$ cat config.mk
export PLATFORM = sky130hd
export DESIGN_NAME = id_ex_stage
export DESIGN_NICKNAME = d
export VERILOG_FILES = /design/src/rtl/id_ex_stage_pkg.sv /design/src/rtl/id_ex_stage_hazard_detect.sv /design/src/rtl/id_ex_stage.sv
export SDC_FILE = /design/constraint.sdc
export NUM_CORES = 1
export LEC_CHECK = 0
export ABC_AREA = 1
export CAP_MARGIN = 20
export CORE_UTILIZATION = 38
export DETAILED_ROUTE_END_ITERATION = 7
export GPL_ROUTABILITY_DRIVEN = 0
export PLACE_DENSITY = 0.84
export SYNTH_ARGS = -nofsm -noshare
export SYNTH_HDL_FRONTEND = slang
export SYNTH_SLANG_ARGS = --single-unit
$ cat constraint.sdc
create_clock -name clk -period 1.9 [get_ports clk]
set_clock_uncertainty 0.2 [all_clocks]
set_input_delay 0.38 -clock clk [delete_from_list [all_inputs] [get_ports clk]]
set_output_delay 0.38 -clock clk [all_outputs]
set_load 0.02 [all_outputs]
$ cat src/rtl/id_ex_stage_pkg.sv
// Shared decode constants and the control bundle carried from the opcode
// controller through ID/EX.
package id_ex_stage_pkg;

   localparam logic [6:0] OP_R     = 7'b0110011;
   localparam logic [6:0] OP_I     = 7'b0010011;
   localparam logic [6:0] OP_LOAD  = 7'b0000011;
   localparam logic [6:0] OP_STORE = 7'b0100011;

   localparam logic [1:0] ALUOP_ADD    = 2'b00;
   localparam logic [1:0] ALUOP_BRANCH = 2'b01;
   localparam logic [1:0] ALUOP_FUNCT  = 2'b10;

   typedef struct packed {
      logic       alusrc;
      logic       memtoreg;
      logic       regwrite;
      logic       memread;
      logic       memwrite;
      logic [1:0] aluop;
   } ctrl_t;

   localparam ctrl_t CTRL_NOP = '0;

endpackage

$ cat src/rtl/id_ex_stage_hazard_detect.sv
// Load-use hazard detection: a load in EX whose destination is read by the
// instruction currently in ID.
module id_ex_stage_hazard_detect #(
   parameter int REG_W = 5
) (
   input  logic             ex_valid,
   input  logic             ex_memread,
   input  logic [REG_W-1:0] ex_rd,
   input  logic             id_valid,
   input  logic             id_alusrc,
   input  logic             id_memwrite,
   input  logic [REG_W-1:0] id_rs1,
   input  logic [REG_W-1:0] id_rs2,
   output logic             hazard
);

   logic uses_rs2;

   // rs2 is read by R-type (register operand) and by stores (store data)
   assign uses_rs2 = !id_alusrc | id_memwrite;

   assign hazard = ex_valid & ex_memread & (ex_rd != '0) & id_valid &
                   ((ex_rd == id_rs1) | (uses_rs2 & (ex_rd == id_rs2)));

endmodule

$ cat src/rtl/id_ex_stage.sv
// ID/EX pipeline register with load-use bubble insertion, downstream hold,
// flush and a saturating bubble counter.
module id_ex_stage
   import id_ex_stage_pkg::*;
#(
   parameter int DATA_W = 32,
   parameter int REG_W  = 5,
   parameter int CNT_W  = 16
) (
   input  logic              clk,
   input  logic              rst_n,
   input  logic              id_valid,
   input  logic              id_alusrc,
   input  logic              id_memtoreg,
   input  logic              id_regwrite,
   input  logic              id_memread,
   input  logic              id_memwrite,
   input  logic [1:0]        id_aluop,
   input  logic [DATA_W-1:0] id_rs1_data,
   input  logic [DATA_W-1:0] id_rs2_data,
   input  logic [DATA_W-1:0] id_imm,
   input  logic [REG_W-1:0]  id_rs1,
   input  logic [REG_W-1:0]  id_rs2,
   input  logic [REG_W-1:0]  id_rd,
   input  logic [2:0]        id_funct3,
   input  logic [6:0]        id_funct7,
   input  logic              ex_hold,
   input  logic              flush,
   output logic              ex_valid,
   output logic              ex_alusrc,
   output logic              ex_memtoreg,
   output logic              ex_regwrite,
   output logic              ex_memread,
   output logic              ex_memwrite,
   output logic [1:0]        ex_aluop,
   output logic [DATA_W-1:0] ex_rs1_data,
   output logic [DATA_W-1:0] ex_rs2_data,
   output logic [DATA_W-1:0] ex_imm,
   output logic [REG_W-1:0]  ex_rs1,
   output logic [REG_W-1:0]  ex_rs2,
   output logic [REG_W-1:0]  ex_rd,
   output logic [2:0]        ex_funct3,
   output logic [6:0]        ex_funct7,
   output logic              stall_id,
   output logic [CNT_W-1:0]  bubble_count
);

   ctrl_t id_ctrl;
   ctrl_t ex_ctrl;
   logic  hazard;

   assign id_ctrl = '{alusrc:   id_alusrc,
                      memtoreg: id_memtoreg,
                      regwrite: id_regwrite,
                      memread:  id_memread,
                      memwrite: id_memwrite,
                      aluop:    id_aluop};

   id_ex_stage_hazard_detect #(.REG_W(REG_W)) u_hazard_detect (
      .ex_valid    (ex_valid),
      .ex_memread  (ex_ctrl.memread),
      .ex_rd       (ex_rd),
      .id_valid    (id_valid),
      .id_alusrc   (id_alusrc),
      .id_memwrite (id_memwrite),
      .id_rs1      (id_rs1),
      .id_rs2      (id_rs2),
      .hazard      (hazard)
   );

   assign stall_id = hazard | ex_hold;

   always_ff @(posedge clk) begin
      if (!rst_n) begin
         ex_valid     <= 1'b0;
         ex_ctrl      <= CTRL_NOP;
         ex_rs1_data  <= '0;
         ex_rs2_data  <= '0;
         ex_imm       <= '0;
         ex_rs1       <= '0;
         ex_rs2       <= '0;
         ex_rd        <= '0;
         ex_funct3    <= '0;
         ex_funct7    <= '0;
         bubble_count <= '0;
      end else if (flush) begin
         // kill only the controls; stale operands are harmless once invalid
         ex_valid <= 1'b0;
         ex_ctrl  <= CTRL_NOP;
      end else if (!ex_hold) begin
         if (hazard) begin
            ex_valid <= 1'b0;
            ex_ctrl  <= CTRL_NOP;
            if (bubble_count != '1)
               bubble_count <= bubble_count + CNT_W'(1);
         end else begin
            ex_valid    <= id_valid;
            ex_ctrl     <= id_valid ? id_ctrl : CTRL_NOP;
            ex_rs1_data <= id_rs1_data;
            ex_rs2_data <= id_rs2_data;
            ex_imm      <= id_imm;
            ex_rs1      <= id_rs1;
            ex_rs2      <= id_rs2;
            ex_rd       <= id_rd;
            ex_funct3   <= id_funct3;
            ex_funct7   <= id_funct7;
         end
      end
   end

   assign ex_alusrc   = ex_ctrl.alusrc;
   assign ex_memtoreg = ex_ctrl.memtoreg;
   assign ex_regwrite = ex_ctrl.regwrite;
   assign ex_memread  = ex_ctrl.memread;
   assign ex_memwrite = ex_ctrl.memwrite;
   assign ex_aluop    = ex_ctrl.aluop;

endmodule

==> summary.txt <==
Final layout
  – ANT cells: 0
  – Layout cells sized above 1: 0.295
  – Final nets: 1505
  – Area of the multi-input gates: 0.00366 mm2
  – Fillers: 1106
  – Most common cell after layout, fill and taps aside: nor2_1
  – Post-Layout Inst Area: 0.0122 mm2
  – Register area: 0.00292 mm2
  – Area Growth Syn to Fin: 89.3%
  – Final Non-Filler Cells: 1602
  – Most frequent cells in the layout: 184 x nor2_1, 170 x nand2_1, 157 x inv_1

Clock network
  – Reg clk slew, reported paths: 0.06 ns
  – Clock sink count: 145
  – TritonCTS buffer count: 17
  – CTS tree: done
  – H-tree Lvls: 4
  – CTS max path bufs: 2
  – Root Buffer: clkbuf_16
  – Clk_lat worst skew: 0.42 ns

Hold path
  – Min-Delay Path Class: input port to register
  – Hold EP: bubble_count[1]$_SDFFE_PN0P_
  – Hold path depth: 3
  – Hold_sp: rst_n

Place
  – Placed Cells: 1522
  – DP HPWL: 13.6 mm
  – I/O Buffers: 278
  – Placed inst area: 0.00976 mm2
  – Setup slack after placement: -0.817 ns

Logic synthesis
  – Synthesized area per cell: 6.36 um2
  – Synth Instances: 1014
  – Synthesized area: 0.00644 mm2
  – Post-synth net total: 1148
  – Synth unique cells: 25
  – FF+latch count, synth: 145
  – Sequential-to-total area share from yosys stat: 0.450
  – Warnings from Yosys: 0

Critical path
  – Startpoint types: register
  – Worst EP required: 2.01 ns
  – Max stage delay on crit path: 0.38 ns
  – FF-to-FF Start: ex_rd[0]$_SDFFE_PN0P_
  – Cell family with most CP delay: simple AND/OR/NAND/NOR gates
  – Setup crit end kind: register
  – CP bufs+invs: 5
  – CP cell instances: inv_4 > nand2_2 > o21ai_2 > nor2_1 > nand3_1 > nand2_2 > nand2_4 > buf_6 > nand3_4 > buf_12 > buf_16 > clkbuf_16 > nand2_4 > nand2_2 > nor2_1
  – Crit path DAT: 2.29 ns
  – RR Endpoint: ex_rs1_data[27]$_SDFFE_PN0P_
  – WS Path Type: register to register
  – Slowest CP cell: dfxtp_4
  – Worst r2r path cells: 15
  – Cell mode on critical path: nand2_2
  – Crit-path max FO: 7
  – Reg2reg setup slack: -0.28 ns

Global routing
  – Vias in the first global route: 7126
  – GRT Overall Usage: 0.246
  – Remaining Overflow, GRT: 0
  – Antenna violations before repair: 0
  – First-pass GRT wire length: 34.2 mm
  – Maximum number of pins on one net before global-route repair: 61

Routing
  – DR pass1 iterations: 6
  – WL final: 24.6 mm
  – WL/cell: 15.4 um
  – Post-DRT Antenna Nets: 0
  – 1st-iter DRT viols: 357
  – Drt drc: 0
  – Vias/cell: 4.71
  – Via count: 7551

Floorplan
  – Initial Utilization: 0.389
  – # rows: 47
  – Vert. Die Dim: 132 um
  – Core ar.: 0.0166 mm2
  – IO Pins: 279
  – DIE AREA: 0.0175 mm2
  – Die X: 132 um

Power
  – Total power: 0.00858 W
  – P_int: 0.00615 W
  – Leak: 6.15 nW
  – NetSw: 0.00243 W
  – PD cells: 704 mW/mm2
  – Peak VDD IR: 0.570 mV
  – Sw Share: 0.283
  – Seq pwr share: 0.386
  – Combinational Power Share: 0.231
  – Clock share of power: 0.383

Timing
  – Slew Viols, Final: 0
  – Final period util: 1.15
  – Finish-stage setup viols: 136
  – Worst-margin pin slew: 0.387 ns
  – Fin. Hold Viols: 0
  – Min Tclk post-route: 2.18 ns
  – RSZ-0062 raised after global routing: yes
  – Max Fclk: 459 MHz
  – Relative slew slack: 0.743
  – Final WS setup: -0.280 ns

Run status
  – Status: finished, violations left
  – Violated checks: negative setup slack

Run
  – Max-cap violations: 0
-- power groups by stage --
| stage | combinational, W | sequential (W) | clock [W] |
|---|---|---|---|
| final | 0.00198 | 0.00332 | 0.00329 |
| after global placement | 0.00149 | 0.00337 | 0 |
| after detailed placement | 0.00151 | 0.00338 | 0 |
| after global routing | 0.00211 | 0.00333 | 0.00348 |
| after CTS | 0.00171 | 0.00331 | 0.00334 |
| after floorplan | 0.000490 | 0.00359 | 0 |
-- what timing repair did --
item                                    4_1_cts  5_1_grt
setup buffers                                23       14
gates cloned                                 17        8
endpoints found under the setup margin      272      138
pin swaps                                    27       51
hold buffers                                  0        0
resized for setup                           339      240
-- sequential cells by signal, summed over array words and instances, names as in the netlist --
name and cells:
ex_memwrite 1, ex_rs1 5, ex_imm 32, ex_valid 1
ex_regwrite 1, ex_aluop 2, ex_funct3 3, ex_rs2 5
bubble_count 16, ex_rs1_data 32, ex_funct7 7, ex_rs2_data 32
ex_rd 5, ex_memread 1, ex_memtoreg 1, ex_alusrc 1
-- through the flow --
step / setup TNS [ns] / hold WS (ns) / utilization
floorplan: 0 / 0.315 / -
global placement: -76.59 / 0.250 / 0.588
detailed placement: -83.37 / 0.255 / 0.588
CTS: -15.74 / 0.140 / 0.684
global route: -36.12 / 0.161 / 0.736
finish: -24.62 / 0.169 / 0.736
-- worst max path at each step --
stage,from,endpoint,cells past startpoint
final,ex_rd[0]$_SDFFE_PN0P_,ex_rs1_data[27]$_SDFFE_PN0P_,15
after global routing,ex_rd[0]$_SDFFE_PN0P_,ex_rs1_data[27]$_SDFFE_PN0P_,15
after CTS,ex_rd[1]$_SDFFE_PN0P_,stall_id,9
after detailed placement,id_rs1[4],stall_id,10
after global placement,id_rs2[2],stall_id,10
after floorplan,bubble_count[1]$_SDFFE_PN0P_,bubble_count[9]$_SDFFE_PN0P_,11
-- synth_stat cells (all sizes together) --
cell    count  area share
a21oi       9      0.0070
buf        37       0.036
clkbuf     10      0.0070
dfxtp     145        0.45
ha          1      0.0019
inv       164       0.096
nand2     315        0.18
nand3       8      0.0089
nand4      21       0.021
nor2      285        0.17
nor3        3      0.0023
o21ai       1     0.00078
o21bai      9       0.010
or2         1     0.00097
xnor2       1      0.0014
xor2        4      0.0054
-- metal layers --
layer	share of wire	track usage
met1	0.37	0.271
met2	0.53	0.438
met3	0.072	0.0765
met4	0.032	0.101
met5	0	0
-- final cells by class --
type                    instances  share of cell area
clock inverters                10             0.00923
inverters                     164              0.0509
flip-flops and latches        145               0.240
repair buffers                385               0.340
well taps                     220              0.0226
clock buffers                  20              0.0374
multi-input cells             658               0.300
-- worst min-delay path: stages --
cell and delay (ns):
buf_4 0.21, nand2_1 0.10, nor2_1 0.03
-- kinds of logic (layout without fill, tap and decap cells) --
| logic type | count (synthesis) | after routing | synth area share |
|---|---|---|---|
| compound gates | 19 | 19 | 0.0182 |
| xor+xnor | 5 | 5 | 0.00679 |
| fa+ha+maj | 1 | 1 | 0.00194 |
| buf+inv | 211 | 579 | 0.138 |
| flops | 145 | 145 | 0.450 |
| simple gates | 633 | 633 | 0.384 |
No activity file was read; power rests on OpenSTA's default activity.
==> edit 1: new RTL, same flow settings <==
`REG_W` is set to 5 in 2 places; all go to 6.
--- a/src/rtl/id_ex_stage_hazard_detect.sv
+++ b/src/rtl/id_ex_stage_hazard_detect.sv
@@ -3,3 +3,3 @@
 module id_ex_stage_hazard_detect #(
-   parameter int REG_W = 5
+   parameter int REG_W = 6
 ) (
--- a/src/rtl/id_ex_stage.sv
+++ b/src/rtl/id_ex_stage.sv
@@ -6,3 +6,3 @@
    parameter int DATA_W = 32,
-   parameter int REG_W  = 5,
+   parameter int REG_W  = 6,
    parameter int CNT_W  = 16
Ports: changed (6 resized); port bits go from 279 to 285. No check against the original RTL was run, so the function may have changed too.
==> edit 1 against the unedited design <==
  * The flow still finishes with violations (setup timing)
  * Cell area is 5.1% lower
  * First-iteration DRC count is 26% lower
  * Die area is 3.5% higher
  * Routed wire length is 11% lower
  * Synthesized area is 3.6% higher
  * Sequential cell count is 3 higher
  * Worst setup slack worse by 0.0023 ns
  * Global-route usage is 2.8 points lower
  * Power is 3.2% higher
  * Combinational power is 14% lower
  * Synthesized cell count is 2.9% higher
==> edit 1: results (changes against the unedited design) <==
Result of the run = finished, violations left
Violated checks = setup timing
Setup_tns = -22.96 ns (+1.66 ns)
Depth of the worst register-to-register path = 12 (-3)
Worst setup path endpoint = stall_id
DRT iter0 DRCs = 263 (-26%)
Routed wire per std cell = 13.7 um (-11%)
Port Buffer Count = 284 (+2.2%)
Gr usage total = 21.8% (-2.8 points)
Crit path max-delay family = buffers and inverters
Number of gates resized after cts = 110 (-68%)
CP startpoint = id_rs2[4]
Sequential area share after synthesis = 44.4% (-0.66 points)
Largest net degree at the start of global routing = 75 (+23%)
Number of post-CTS setup repair buffers = 3 (-87%)
Crit path arrival time = 1.60 ns (-0.69 ns)
Endpoints failing setup = 129 (-5.1%)
Post-Place Cells = 1556 (+2.2%)
Main area contributors after synthesis = dfxtp_1, nand2_1, nor2_1
Leakage = 0.00693 uW (+13%)
Worst Setup Slack, final = -0.282 ns (-0.00230 ns)
Highest cell delay on the worst timing path = 0.54 ns (+0.16 ns)
Number of global-route vias before repair = 6697 (-6.0%)
Worst VDD drop = 0.611 mV (+7.2%)
Slowest CP cell = clkdlybuf4s50_1
Tightest Pin Transition = 0.345 ns (-0.0418 ns)
[edit 1: cell count changes after synthesis, sizes merged, moves of 3 or more]
cell / delta
dfxtp: +3
clkbuf: +5
nor2: +6
buf: -5
nand2: +3
nand3: +6
inv: +5
o21bai: +3
[edit 1: worst min path at each step]
stage                 start  cells past startpoint  slack [ns]              end
6_report          id_rs1[5]                      3        0.07        ex_rs1[5]
5_1_grt           id_rs1[4]                      3        0.07        ex_rs1[4]
4_1_cts               rst_n                      3        0.09  bubble_count[6]
3_5_place_dp    ex_regwrite                      2        0.26      ex_regwrite
3_3_place_gp    ex_aluop[1]                      2        0.25      ex_aluop[1]
2_1_floorplan  id_funct3[0]                      2        0.31     ex_funct3[0]
[edit 1: metal layers]
layer | GRT usage, % | vias up | routed length, um
met5 | 0 | - | 0
met4 | 10.7 | 0 | 794
met3 | 7.58 | 53 | 1480
met2 | 38.0 | 240 | 11100
met1 | 23.4 | 3331 | 8520
li1 | - | 3690 | -
[edit 1: cell type report]
type / count / area share [%]
multi-input combinational: 679 / 27.2
tap: 225 / 2.43
clock inverter: 12 / 1.74
clock buffer: 20 / 3.86
inverter: 169 / 5.48
sequential: 148 / 25.7
timing repair buffer: 353 / 33.6
[edit 1: kinds of logic after synthesis]
| logic type | share of synthesized area (%) |
|---|---|
| AND/OR/NAND/NOR | 38.2 |
| XOR/XNOR | 0.918 |
| adder cells (fa/ha/maj) | 0.187 |
| buffers and inverters | 14.3 |
| flip-flops | 44.4 |
| AO/OA/AOI/OAI | 2.02 |
[edit 1: report_power, final]
part / total (uW) / internal [uW] / leakage (uW) / switching, uW
registers: 3380 / 3290 / 0.00122 / 91.3
clock network: 3770 / 2370 / 0.000311 / 1390
logic: 1710 / 836 / 0.00540 / 877
==> edit 2: new RTL, same flow settings <==
Made on the original files. Reset style: asynchronous (`rst_n`), changed in one clocked block.
--- a/src/rtl/id_ex_stage.sv
+++ b/src/rtl/id_ex_stage.sv
@@ -72,3 +72,3 @@
 
-   always_ff @(posedge clk) begin
+   always_ff @(posedge clk or negedge rst_n) begin
       if (!rst_n) begin
Behaviour: differs if rst_n is asserted again (counterexample within 4 cycles, from zero or initial values and one cycle with rst_n low); with rst_n held inactive, the same outputs for 4 cycles.
==> edit 2 against the unedited design <==
  * Routed wire length rose by 3.7%
  * Synthesized area fell by 3.2%
  * Highest routed layer unchanged
  * Cell area fell by 5.1%
  * Sequential cell count did not move
  * Worst setup slack got worse by 0.048 ns
  * The flow still finishes with violations (setup timing)
  * First-iteration DRC count fell by 15%
  * Power rose by 9.0%
  * Sequential share of layout area rose by 7.4 points
  * Via count fell by 9.9%
  * Clock power rose by 10%
  * Combinational power rose by 6%
==> edit 2: results (changes against the unedited design) <==
Post-synthesis compound-gate area fraction = 0.843% (-0.98 points)
Largest net degree at the start of global routing = 47 (-23%)
Number of gates resized after cts = 201 (-41%)
Proportion of cell area occupied by registers = 31.4% (+7.4 points)
Worst setup path endpoint = stall_id
DRT iter0 DRCs = 305 (-15%)
Gr usage total = 26.6% (+2.0 points)
Proportion of register bits with asynchronous set or reset after synthesis = 100% (+100 points)
Layout filler cell count = 1130 (+2.2%)
Non-clock inverter count in the final layout = 26 (-84%)
Slowest CP cell = dfrtp_2
Violated checks = setup timing
Start point of the worst hold path = id_memwrite
Leakage = 0.00607 uW (-1.4%)
End point of the most critical hold path = ex_memwrite
Number of global-route vias before repair = 6439 (-9.6%)
Top post-synthesis cells by count = nand2_1, dfrtp_1, nand3_1, inv_1, nor2_1
First-pass DRT Iterations = 5 (-1)
Clock buf/inv share = 5.48% (+0.81 points)
Count of unique library cells instantiated by Yosys = 21 (-16%)
Wire length of the first global-routing pass = 33800 um (-1.4%)
Endpoints failing setup = 146 (+7.4%)
Routed wire per std cell = 19.1 um (+24%)
Total cell area at the placement stage = 9670 um2 (-0.92%)
Routed wire length = 25500 um (+3.7%)
Storage element area = 3640 um2 (+24%)
Share of post-route cells with drive strength above 1 = 20.5% (-9.1 points)
Worst Setup Slack, final = -0.328 ns (-0.0484 ns)
Endpoint of the worst register-to-register path = ex_imm[29]
Highest cell delay on the worst timing path = 0.44 ns (+0.06 ns)
Post-CTS Hold Fix Bufs = 1 (+1)
Depth of the worst register-to-register path = 14 (-1)
Crit path arrival time = 1.65 ns (-0.64 ns)
Total number of multi-input combinational cells = 530 (-19%)
Post-Place Cells = 1247 (-18%)
Number of post-CTS setup repair buffers = 15 (-35%)
Primary flip-flop cell chosen by synthesis mapping = dfrtp_1
Nets in the synthesized netlist = 876 (-24%)
Worst-path fanout max = 5 (-2)
Multi-input combinational area share = 22.6% (-7.4 points)
Result of the run = finished, violations left
Main area contributors after synthesis = dfrtp_1, nand2_1, nand3_1
edit 2: logic make-up after synthesis:
logic type,after synthesis
simple gates,502
flops,145
buf+inv,69
xor+xnor,15
compound gates,10
fa+ha+maj,1
edit 2: metrics by stage:
step / hold slack, ns / total power, uW / util, %
final: 0.0941 / 9360 / 72.6
after global routing: 0.131 / 9710 / 72.6
after CTS: 0.195 / 9260 / 67.8
after detailed placement: 0.123 / 5770 / 60.6
after global placement: 0.124 / 5730 / 60.6
after floorplan: -0.116 / 4480 / -
edit 2: metal layers:
metal  routed length, um  vias up
met5                   0        -
met4                 760        0
met3                2320       68
met2               13200      340
met1                9290     3293
li1                    -     3104
edit 2: where the power goes:
| part | internal (uW) | total [uW] | switching (uW) |
|---|---|---|---|
| Sequential | 3420 | 3630 | 209 |
| Clock | 2270 | 3620 | 1350 |
| Combinational | 960 | 2100 | 1140 |
| Total | 6660 | 9360 | 2700 |
